<file path="config.mk">
export PLATFORM = sky130hd
export DESIGN_NAME = bsg_mux_one_hot_buffered
export DESIGN_NICKNAME = d
export VERILOG_FILES = /design/src/rtl/bsg_mux_one_hot_buffered.sv
export SDC_FILE = /design/constraint.sdc
export NUM_CORES = 1
export LEC_CHECK = 0
export CELL_PAD_IN_SITES_DETAIL_PLACEMENT = 0
export CELL_PAD_IN_SITES_GLOBAL_PLACEMENT = 1
export CORE_MARGIN = 10
export CORE_UTILIZATION = 29
export CTS_CLUSTER_DIAMETER = 120
export DETAILED_ROUTE_END_ITERATION = 7
export PLACE_DENSITY_LB_ADDON = 0.1
export REMOVE_ABC_BUFFERS = 1
export SLEW_MARGIN = 0
export SYNTH_ARGS = -nofsm -noshare
export SYNTH_HDL_FRONTEND = slang
export SYNTH_SLANG_ARGS = --single-unit
</file>
<file path="constraint.sdc">
create_clock -name clk_i -period 4.1 [get_ports clk_i]
set_input_delay 1.23 -clock clk_i [delete_from_list [all_inputs] [get_ports clk_i]]
set_output_delay 1.23 -clock clk_i [all_outputs]
set_load 0.05 [all_outputs]
</file>
<file path="src/rtl/bsg_mux_one_hot_buffered.sv">
// One-hot element mux feeding a 2-entry valid/yumi FIFO.
// Define BSG_MUX_ONE_HOT_SEL_CHECK_EN to enable select-error flag and counter.
module bsg_mux_one_hot_buffered #(
  parameter int width_p         = 9,
  parameter int els_p           = 5,
  parameter int err_cnt_width_p = 8
) (
  input  logic                         clk_i,
  input  logic                         reset_i,
  input  logic                         v_i,
  output logic                         ready_o,
  input  logic [els_p*width_p-1:0]     data_i,
  input  logic [els_p-1:0]             sel_one_hot_i,
  output logic                         v_o,
  output logic [width_p-1:0]           data_o,
  input  logic                         yumi_i,
  output logic                         err_o,
  output logic [err_cnt_width_p-1:0]   err_cnt_o
);

  typedef enum logic [1:0] {
    EMPTY = 2'd0,
    ONE   = 2'd1,
    FULL  = 2'd2
  } state_e;

  state_e             r_state;
  logic [width_p-1:0] r_head;
  logic [width_p-1:0] r_tail;
  logic [width_p-1:0] w_mux;
  logic               w_enq;
  logic               w_deq;

  always_comb begin
    w_mux = '0;
    for (int k = 0; k < els_p; k++) begin
      w_mux = w_mux
        | (data_i[k*width_p +: width_p]
           & {width_p{sel_one_hot_i[k]}});
    end
  end

  assign ready_o = (r_state != FULL);
  assign v_o     = (r_state != EMPTY);
  assign data_o  = v_o ? r_head : '0;
  assign w_enq   = v_i & ready_o;
  assign w_deq   = yumi_i & v_o;

  // Head is always the oldest beat; tail only holds when FULL.
  always_ff @(posedge clk_i) begin
    if (reset_i) begin
      r_state <= EMPTY;
      r_head  <= '0;
      r_tail  <= '0;
    end else begin
      unique case (r_state)
        EMPTY: begin
          if (w_enq) begin
            r_head  <= w_mux;
            r_state <= ONE;
          end
        end
        ONE: begin
          unique case ({w_enq, w_deq})
            2'b11: r_head <= w_mux;
            2'b10: begin
              r_tail  <= w_mux;
              r_state <= FULL;
            end
            2'b01: r_state <= EMPTY;
            default: ;
          endcase
        end
        FULL: begin
          if (w_deq) begin
            r_head  <= r_tail;
            r_state <= ONE;
          end
        end
        default: r_state <= EMPTY;
      endcase
    end
  end

  a_yumi_needs_valid: assert property (
    @(posedge clk_i) disable iff (reset_i)
      !(yumi_i && !v_o)
  );

`ifdef BSG_MUX_ONE_HOT_SEL_CHECK_EN
  logic                       w_sel_bad;
  logic                       r_err;
  logic [err_cnt_width_p-1:0] r_err_cnt;

  // Zero bits set, or clearing the lowest set bit leaves another.
  assign w_sel_bad = w_enq
    & ((sel_one_hot_i == '0)
       | ((sel_one_hot_i
           & (sel_one_hot_i - els_p'(1))) != '0));

  always_ff @(posedge clk_i) begin
    if (reset_i) begin
      r_err     <= 1'b0;
      r_err_cnt <= '0;
    end else if (w_sel_bad) begin
      r_err <= 1'b1;
      if (~&r_err_cnt)
        r_err_cnt <= r_err_cnt + err_cnt_width_p'(1);
    end
  end

  assign err_o     = r_err;
  assign err_cnt_o = r_err_cnt;
`else
  assign err_o     = 1'b0;
  assign err_cnt_o = '0;
`endif

endmodule

</file>
==> results.tsv <==
metric	value	unit
Chip Width	87.3	µm
DRT Wirelength	3980	µm
Final Core Density	45.1	%
NumNets Final	261	
GRT Total Usage	10.7	%
Pwr Density	298	nW/µm²
clock transition at the registers of the reported paths	0.07	ns
period utilization	84.8	%
Post-CTS Hold Fix Bufs	0	
Seq pwr share	36.9	%
Max VDD drop	0.121	mV
Worst Max-Slew Pin Slew	0.745	ns
Synth Flop Type	dfxtp_1	
Syn Area/Cell	8.64	µm²
Worst Path Required	2.87	ns
Final ANT Viol Nets	0	
Final min period	3.48	ns
Post-CTS Setup Repair Bufs	0	
Pint	0.425	mW
GPL Wtd Cong	0.769	
status	completed	
antenna violations before repair	0	
Leakage	0.711	nW
share of layout cells above drive strength 1	8.74	%
Finish-stage setup viols	0	
CP Launch Type	register	
Post-Syn Area	1310	µm²
TritonRoute pass-1 iters	4	
worst skew pair latency	0.25	ns
largest net degree at the start of global routing	19	
die area	7620	µm²
total gr overflow	0	
Yosys cell types	24	
Cell Area, Placed	1910	µm²
I/O pin count	74	
drt via density	5.05	
Crit. End Element	output pin	
RSZ-0062 raised after global routing	false	
Diodes inserted	0	
Root Buffer	clkbuf_8	
Post-CTS Resized	0	
sequential area share after synthesis	30.5	%
clk sink count	20	
Starting Density	30.0	%
Port Buffer Count	64	
hold slack	0.502	ns
HPWL after DPL	3420	µm
Sw Ratio	27.9	%
WL/cell	15.4	µm
FFs w/ async S/R, synth	0	%
combinational share of power	30.7	%
max-slew violation count	0	
power share of the clock group	32.4	%
worst setup path class	reg2out	
number of core rows	24	
first-pass GRT wire length	6780	µm
Final Hold Viols	0	
vias in the first global route	1401	
Layout area overhead	50.7	%
Yosys warning total	0	
Layout Skew	0.00224	ns
Hold Crit Class	reg2reg	
WP data arrival	2.25	ns
P_sw	0.164	mW
post-synthesis instance total	152	
Vias	1302	
DRC	0	
Die Height	87.3	µm
FMAX	0.288	GHz
CTS tree	built	
Max Cap Viol	0	
crit path max fanout	17	
final instance area	1980	µm²
1st-iter DRT viols	107	
FF+latch count, synth	20	
Post-synth EDFFs	0	
cts bufs inserted	3	
core area	4380	µm²
H-tree lvl count	1	
Slew Limit Headroom	50.3	%
Pwr Total	0.589	mW
setup TNS	0	ns
Max clock buf depth	2	
-- state kept, by name, summed over array words and instances, names as in the netlist --
register / cells
r_head: 9
r_tail: 9
r_state: 2
-- through the flow --
stage	std cells	setup slack, ns
floorplan	137	1.33
global placement	254	0.893
detailed placement	254	0.885
CTS	258	0.598
global route	258	0.395
finish	258	0.623
-- cells in the final DEF (no fill, tap or decap) --
cell type,n
nor2_1,11
inv_1,1
conb_1,9
a21oi_1,2
dfxtp_1,20
a211oi_1,10
nand2b_1,10
a222oi_1,9
nand4_1,9
buf_4,1
and3_1,9
or3_1,1
nand3b_1,1
o21ba_2,1
o2bb2ai_4,1
nand2_1,20
or3b_2,1
clkdlybuf4s50_1,64
o221ai_2,9
bufinv_16,1
clkbuf_8,3
nand2b_4,1
and4bb_1,1
nor2b_1,11
-- worst max-delay path, cell delays in order (launching register included) --
cell             delay (ns)
dfxtp_1                0.69
nor2_1                 0.31
nor2b_1                0.18
clkdlybuf4s50_1        0.82
-- layer usage --
layer  vias up  GRT usage [%]  part of all wire, %
li1        658              -                    -
met1       554           12.4                   43
met2        88           15.3                   38
met3         2           7.02                   18
met4         0           3.91                  1.2
met5         -              0                    0
-- power groups by stage --
stage | registers [mW] | clock network (mW) | logic, mW
after global placement | 0.221 | 0 | 0.179
after global routing | 0.219 | 0.202 | 0.197
after CTS | 0.217 | 0.196 | 0.183
after floorplan | 0.219 | 0 | 0.0982
after detailed placement | 0.222 | 0 | 0.182
final | 0.217 | 0.191 | 0.181
-- logic make-up after synthesis --
kind of cell,after synthesis,share of synthesized area [%]
and+or+nand+nor,75,31.1
AOI/OAI and AO/OA,32,26.5
buffers and inverters,24,11.6
other,1,0.285
DFF,20,30.5
-- cell usage after synthesis (2+ instances only) --
library cell / number / area, µm²
nand2_1: 20 / 75.1
dfxtp_1: 20 / 400
buf_6: 3 / 33.8
a211oi_1: 10 / 75.1
nand4_1: 9 / 56.3
nand2b_1: 10 / 62.6
buf_2: 2 / 10.0
nor2_1: 11 / 41.3
nor2b_1: 11 / 68.8
a222oi_1: 9 / 90.1
buf_4: 10 / 75.1
o221ai_2: 9 / 135
a21oi_1: 2 / 10.0
clkbuf_1: 8 / 30.0
and3_1: 9 / 56.3
-- area by class of cell --
type / count / area, µm²
fill: 411 / 2400
multi-input combinational: 116 / 791
timing repair buffer: 65 / 648
sequential: 20 / 400
tap: 52 / 65.1
clock buffer: 3 / 41.3
clock inverter: 1 / 30.0
inverter: 1 / 3.75
-- final timing paths --
kind	slack [ns]	end	depth (start not counted)	from
max	0.62	data_o[6]	3	r_state[1]
min	0.50	r_tail[0]	2	r_tail[0]
max reg2reg	2.42	r_head[1]	3	r_state[1]
min reg2reg	0.50	r_tail[0]	2	r_tail[0]
No activity file was read; power rests on OpenSTA's default activity.
